$ cat src/rtl/midi_note_parser.sv
// Byte-level MIDI parser: running status, channel filter and last-note priority,
// reduced to one held note with a velocity-derived amplitude for midi_player.
module midi_note_parser #(
  parameter int unsigned CHANNEL = 0,
  parameter bit          OMNI    = 1'b0
) (
  input  logic       clk,
  input  logic       rst,
  input  logic [7:0] rx_byte,
  input  logic       rx_valid,
  output logic [7:0] midi_data,
  output logic       midi_valid,
  output logic [7:0] amplitude,
  output logic       note_event,
  output logic       parse_err
);

  typedef enum logic [1:0] {
    IDLE    = 2'd0,
    WAIT_D1 = 2'd1,
    WAIT_D2 = 2'd2
  } state_e;

  localparam logic [3:0] CHAN = 4'(CHANNEL);

  state_e     state_q, state_d;
  logic [3:0] status_q, status_d;
  logic [3:0] chan_q, chan_d;
  logic [6:0] d1_q, d1_d;
  logic [6:0] note_q, note_d;
  logic       held_q, held_d;
  logic [7:0] amp_q, amp_d;
  logic       event_q, event_d;
  logic       err_q, err_d;

  logic       msg_done;
  logic [6:0] msg_d1;
  logic [6:0] msg_d2;
  logic       chan_ok;

  assign chan_ok = OMNI || (chan_q == CHAN);

  // NOTE: every signal written here gets a default first, so no path can infer a latch.
  always_comb begin
    state_d  = state_q;
    status_d = status_q;
    chan_d   = chan_q;
    d1_d     = d1_q;
    note_d   = note_q;
    held_d   = held_q;
    amp_d    = amp_q;
    err_d    = 1'b0;
    msg_done = 1'b0;
    msg_d1   = d1_q;
    msg_d2   = 7'd0;

    if (rx_valid) begin
      if (!rx_byte[7]) begin
        unique case (state_q)
          IDLE: err_d = 1'b1;
          WAIT_D1: begin
            d1_d = rx_byte[6:0];
            // Program change and channel pressure carry a single data byte.
            if (status_q == 4'hC || status_q == 4'hD) begin
              msg_done = 1'b1;
              msg_d1   = rx_byte[6:0];
            end else begin
              state_d = WAIT_D2;
            end
          end
          WAIT_D2: begin
            msg_done = 1'b1;
            msg_d2   = rx_byte[6:0];
            state_d  = WAIT_D1;
          end
          default: state_d = IDLE;
        endcase
      end else if (rx_byte < 8'hF0) begin
        status_d = rx_byte[7:4];
        chan_d   = rx_byte[3:0];
        state_d  = WAIT_D1;
      end else if (rx_byte <= 8'hF7) begin
        state_d = IDLE;
      end else if (rx_byte == 8'hFF) begin
        state_d = IDLE;
        held_d  = 1'b0;
      end
      // 0xF8-0xFE real-time bytes fall through untouched.
    end

    if (msg_done && chan_ok) begin
      if (status_q == 4'h9 && msg_d2 != 7'd0) begin
        note_d = msg_d1;
        held_d = 1'b1;
        amp_d  = {msg_d2, msg_d2[6]};
      end else if (status_q == 4'h8 || status_q == 4'h9) begin
        if (held_q && msg_d1 == note_q) held_d = 1'b0;
      end
    end

    event_d = (note_d != note_q) || (held_d != held_q) || (amp_d != amp_q);
  end

  // NOTE: state registers use non-blocking assignments so all flops update together.
  always_ff @(posedge clk) begin
    if (rst) begin
      state_q  <= IDLE;
      status_q <= 4'd0;
      chan_q   <= 4'd0;
      d1_q     <= 7'd0;
      note_q   <= 7'd0;
      held_q   <= 1'b0;
      amp_q    <= 8'd0;
      event_q  <= 1'b0;
      err_q    <= 1'b0;
    end else begin
      state_q  <= state_d;
      status_q <= status_d;
      chan_q   <= chan_d;
      d1_q     <= d1_d;
      note_q   <= note_d;
      held_q   <= held_d;
      amp_q    <= amp_d;
      event_q  <= event_d;
      err_q    <= err_d;
    end
  end

  assign midi_data  = {1'b0, note_q};
  assign midi_valid = held_q;
  assign amplitude  = amp_q;
  assign note_event = event_q;
  assign parse_err  = err_q;

endmodule

$ cat config.mk
export PLATFORM = sky130hd
export DESIGN_NAME = midi_note_parser
export DESIGN_NICKNAME = d
export VERILOG_FILES = /design/src/rtl/midi_note_parser.sv
export SDC_FILE = /design/constraint.sdc
export NUM_CORES = 1
export LEC_CHECK = 0
export ABC_CLOCK_PERIOD_IN_PS = 2500
export CAP_MARGIN = 25
export CORE_MARGIN = 10
export CORE_UTILIZATION = 65
export CTS_BUF_LIST = sky130_fd_sc_hd__clkbuf_8
export CTS_CLUSTER_DIAMETER = 120
export DETAILED_ROUTE_END_ITERATION = 12
export DONT_BUFFER_PORTS = 1
export MAX_ROUTING_LAYER = met4
export PLACE_DENSITY = 0.8
export SYNTH_ARGS = -nofsm -noshare
export SYNTH_HDL_FRONTEND = slang
export SYNTH_SLANG_ARGS = --single-unit
export TNS_END_PERCENT = 100
$ cat constraint.sdc
create_clock -name clk -period 2.5 [get_ports clk]
set_input_delay 0.5 -clock clk [delete_from_list [all_inputs] [get_ports clk]]
set_output_delay 0.5 -clock clk [all_outputs]
set_load 0.01 [all_outputs]
# ---- After elaboration in Yosys (flattened, before gate mapping)
# Index checks and enable logic that the tools add are counted.
dict set report op_classes {
  n_lt_le_gt_ge 2
  n_eq_ne 14
  mux 31
  bitwise 2
  n_reduce_logical 14
}
# op count
set ops {}
lappend ops {{$mux W7} 9}
lappend ops {{$eq A4 B4 Y1 const B} 4}
lappend ops {{$mux W8} 2}
lappend ops {{$mux W1} 13}
lappend ops {{$mux W2} 5}
lappend ops {{$eq A8 B8 Y1 const B} 1}
lappend ops {{$le A8 B8 Y1 const B} 1}
lappend ops {{$lt A8 B8 Y1 const B} 1}
lappend ops {{$ne A8 B8 Y1} 1}
lappend ops {{$eq A7 B7 Y1} 1}
lappend ops {{$ne A7 B7 Y1} 1}
lappend ops {{$reduce_bool A7 Y1} 1}
lappend ops {{$pmux W2 S3} 1}
lappend ops {{$reduce_and A3 Y1} 2}
lappend ops {{$logic_not A4 Y1} 1}
lappend ops {{$logic_or A1 B1 Y1} 4}
lappend ops {{$ne A4 B1 Y1 const B} 1}
lappend ops {{$reduce_and A4 Y1} 1}
lappend ops {{$logic_and A1 B1 Y1} 3}
lappend ops {{$ne A3 B3 Y1 const B} 1}
lappend ops {{$reduce_or A3 Y1} 1}
lappend ops {{$eq A2 B1 Y1 const B} 1}
lappend ops {{$eq A2 B2 Y1 const B} 1}
lappend ops {{$logic_not A2 Y1} 1}
lappend ops {{other kinds (4)} 5}
dict set report word_totals {
  regBits 35
  input_bits 11
  out_inout_bits 19
  elab_cells 72
}

# ---- Depth between registers and ports, before layout
dict set report logic_depth {
  depth_word 15
  mapped_depth 10
  ltp_nobuf 9
}

# ---- Worst setup path before layout
# No wires, ideal clock.
dict set report synth_path {
  path_type {in2reg}
  from {input rx_byte[7]}
  to {register event_q, in the netlist note_event}
  setup_ns 0.119
  arrival_time_ns 2.059
  t_required_ns 2.381
  setup_slack_ns 0.323
  stages 8
  n_path_buf 2
  cell_sequence {buf_6 -> nand2b_4 -> buf_6 -> nor2_4 -> mux2i_1 -> xor2_4 -> nand4_4 -> o221a_1}
}
dict set report synth_via {
  elab_chain_len 13
  elab_cells_between_ends 32
  cone_classes {order compare (2); eq/ne (5); mux (19); reduce/logical (6)}
}
# element line
set synth_lines {}
lappend synth_lines {{start, declared} 9} ;# input logic [7:0] rx_byte,
lappend synth_lines {{parallel branches: the longest is 12 deep, another holds $le A8 B8 Y1} --}
lappend synth_lines {{$logic_or A1 B1 Y1 *} 101} ;# event_d = (note_d != note_q) || (held_d != held_q) || (amp_d != amp_q);
lappend synth_lines {{end signal, assigned} 124} ;# event_q <= event_d;
lappend synth_lines {{end, declared} 33} ;# logic event_q, event_d;
# Every way passes the cells marked *.
# A chain may end at the register's enable or synchronous reset.

# ---- Worst setup path after layout
dict set report layout_path {
  from {register state_q[1]}
  to {register event_q, in the netlist note_event}
}
dict set report layout_via {
  elab_chain_len 13
  elab_cells_between_ends 29
  cone_classes {eq/ne (6); mux (17); reduce/logical (6)}
}
# element line
set layout_lines {}
lappend layout_lines {{start, declared} 26} ;# state_e state_q, state_d;
lappend layout_lines {{start signal, assigned} 117} ;# state_q <= state_d;
lappend layout_lines {{$eq A2 B1 Y1} 59} ;# unique case (state_q)
lappend layout_lines {{$mux W7} 59}
lappend layout_lines {{$mux W7} 58} ;# if (!rx_byte[7]) begin
lappend layout_lines {{$mux W7} 57} ;# if (rx_valid) begin
lappend layout_lines {{$eq A7 B7 Y1} 97} ;# if (held_q && msg_d1 == note_q) held_d = 1'b0;
lappend layout_lines {{$logic_and A1 B1 Y1} 97}
lappend layout_lines {{$mux W1} 97}
lappend layout_lines {{$mux W1} 96} ;# end else if (status_q == 4'h8 || status_q == 4'h9) begin
lappend layout_lines {{$mux W1} 92} ;# if (status_q == 4'h9 && msg_d2 != 7'd0) begin
lappend layout_lines {{$mux W1} 91} ;# if (msg_done && chan_ok) begin
lappend layout_lines {{$ne A1 B1 Y1} 101}
lappend layout_lines {{$logic_or A1 B1 Y1} 101}
lappend layout_lines {{$logic_or A1 B1 Y1 *} 101}
# Mark *: on every way between the ends. The rest lies on a longest branch, timed or not.

==> run summary <==
final std cells w/o fill: 253
area leader, netlist: dfxtp_1
diode count: 0
Worst-Margin Slew: 705 ps
Max FO, Critical Path: 7
die height: 74.8 µm
PwrDens: 523 mW/mm²
CP startpoint kind: register
post-synthesis area per instance: 8.56 µm²
RSZ-0062 raised after global routing: false
max-cap violations: 0
status: complete, no violations
Setup CP Type: register to register
DR iter-0 viols: 165
Post-Syn Nets: 243
Syn. warnings: 0
post-route ant nets: 0
post-synthesis sequential area ratio: 0.359
Slew Viols, Final: 0
grt total ovfl: 0
gp weighted congestion: 0.853
most instantiated library cell after synthesis: nor2_1
setup TNS: 0 ps
worst skew pair latency: 280 ps
fmax: 426 MHz
Pleak: 0.697 nW
core area: 0.00281 mm²
routed len/inst: 18.9 µm
Worst-path clk slew: 70 ps
H-tree Lvls: 2
Total Routed Length: 4.79 mm
first-pass GRT wire length: 7.84 mm
WP data required: 2680 ps
final setup margin: 152 ps
GRT Total Usage: 0.186
final net count: 237
area share of the largest cell type after synthesis: 0.359
mean number of vias per cell: 6.50
top cells by area, synth: dfxtp_1, nor2_1, mux2i_1
synth-to-layout area growth: 3.01%
clk buf depth: 2
Hold WS: 282 ps
row count: 19
Total Die Area: 0.00560 mm²
clock skew: 6.60 ps
CTS root buffer: clkbuf_8
CTS Sinks: 35
synthesized cell area: 0.00195 mm²
Synth top cells by count: nor2_1, dfxtp_1, nand2_1
Fin. Hold Viols: 0
vias in the first global route: 1538
hpwl dp: 3.53 mm
Hold Path Class: primary input to register
relative slew slack: 0.528
drt pass-1 iters: 4
CP arrival: 2530 ps
Final Critical Period: 2350 ps
DRC: 0
clock buffer count from CTS: 5
Synth Instances: 228
CP Capture Type: register
Final Cycle Share: 0.939
FFs w/ async S/R, synth: 0
I/O pins: 30
via count: 1644
width of the die: 74.8 µm
largest net degree at the start of global routing: 36
Worst VDD drop: 0.509 mV
Synth Flop Type: dfxtp_1
share of cells above drive strength 1: 0.108
Synth cell types: 52
Yosys reg bits: 35
dpl cells: 244
Finish-stage setup viols: 0
antenna violations before repair: 0
EDFF count, synth: 0
CTS tree: yes
initial core utilization: 0.696
Place WS: 80.2 ps
input/output buffers: 0
[through the flow]
step / total power [mW] / instance area (µm²) / utilization
after CTS: 1.06 / 1990 / 0.711
after global placement: 0.649 / 1910 / 0.680
final: 1.05 / 2010 / 0.717
after global routing: 1.09 / 2010 / 0.717
after detailed placement: 0.654 / 1910 / 0.680
after floorplan: 0.667 / 1950 / -
[final timing paths]
| check | start | to | slack, ps | cells after the start |
|---|---|---|---|---|
| worst max-delay path | state_q[1]$_SDFFE_PP0P_ | note_event$_SDFF_PP0_ | 150 | 8 |
| worst min-delay path | rst | d1_q[1]$_SDFFE_PP0P_ | 280 | 1 |
| worst max register to register | state_q[1]$_SDFFE_PP0P_ | note_event$_SDFF_PP0_ | 150 | 8 |
| worst min register to register | d1_q[6]$_SDFFE_PP0P_ | d1_q[6]$_SDFFE_PP0P_ | 480 | 2 |
[state kept, by name, indices dropped and copies added, names as in the netlist]
signal      flops
state_q         2
note_event      1
amplitude       8
parse_err       1
chan_q          4
midi_valid      1
d1_q            7
note_q          7
status_q        4
[power breakdown]
group          leakage [nW]  internal [mW]  switching (mW)
clock network        0.0470          0.216           0.194
logic                 0.367         0.0304          0.0340
registers             0.283          0.568         0.00945
[layer usage]
| metal | track usage | part of all wire | up-vias |
|---|---|---|---|
| li1 | - | - | 795 |
| met1 | 0.209 | 0.39 | 760 |
| met2 | 0.290 | 0.49 | 75 |
| met3 | 0.0618 | 0.093 | 14 |
| met4 | 0.0924 | 0.028 | 0 |
| met5 | - | 0 | - |
[what timing repair did]
action,CTS,global route
hold buffers,0,0
gates resized for setup,0,1
buffers inserted,0,2
endpoints found under the hold margin,0,0
setup endpoints to repair,0,2
[cell usage in the layout (no fill, tap or decap), types with 2 or more instances in the layout]
| master | instances |
|---|---|
| o32ai_1 | 3 |
| nor4b_1 | 4 |
| xnor2_1 | 4 |
| o211ai_1 | 2 |
| a311oi_1 | 3 |
| a31oi_1 | 3 |
| nand3_1 | 12 |
| mux2i_1 | 11 |
| nor2_1 | 40 |
| dfxtp_1 | 35 |
| a211oi_1 | 5 |
| nor3_1 | 3 |
| a21oi_1 | 16 |
| ha_1 | 4 |
| buf_4 | 2 |
| nand2_1 | 18 |
| clkbuf_8 | 6 |
| nand4_1 | 6 |
| inv_1 | 6 |
| o21ai_0 | 5 |
[final cells by class]
class,instances,area [µm²]
fillers,213,795
clock inverters,1,5.00
well taps,31,38.8
repair buffers,4,40.0
inverters,6,22.5
clock buffers,6,82.6
flip-flops and latches,35,701
multi-input cells,170,1120
[critical path, cell delays in order (launching register included)]
cell      delay [ps]
dfxtp_1          340
inv_1             90
ha_1             290
nand4b_2         250
nor2_4           290
mux2i_1          370
xor2_2           210
nand4_4          130
o221a_1          280
[kinds of logic (layout without fill, tap and decap cells)]
family / after synthesis / after routing / share of synthesized area
fa+ha+maj: 4 / 4 / 0.0256
xor+xnor: 7 / 7 / 0.0449
buf+inv: 23 / 17 / 0.0686
mux: 12 / 12 / 0.0615
other cells: 1 / 1 / 0.00192
simple gates: 101 / 101 / 0.276
compound gates: 45 / 45 / 0.162
flops: 35 / 35 / 0.359
Note: power is estimated with default switching activity, not from simulation.
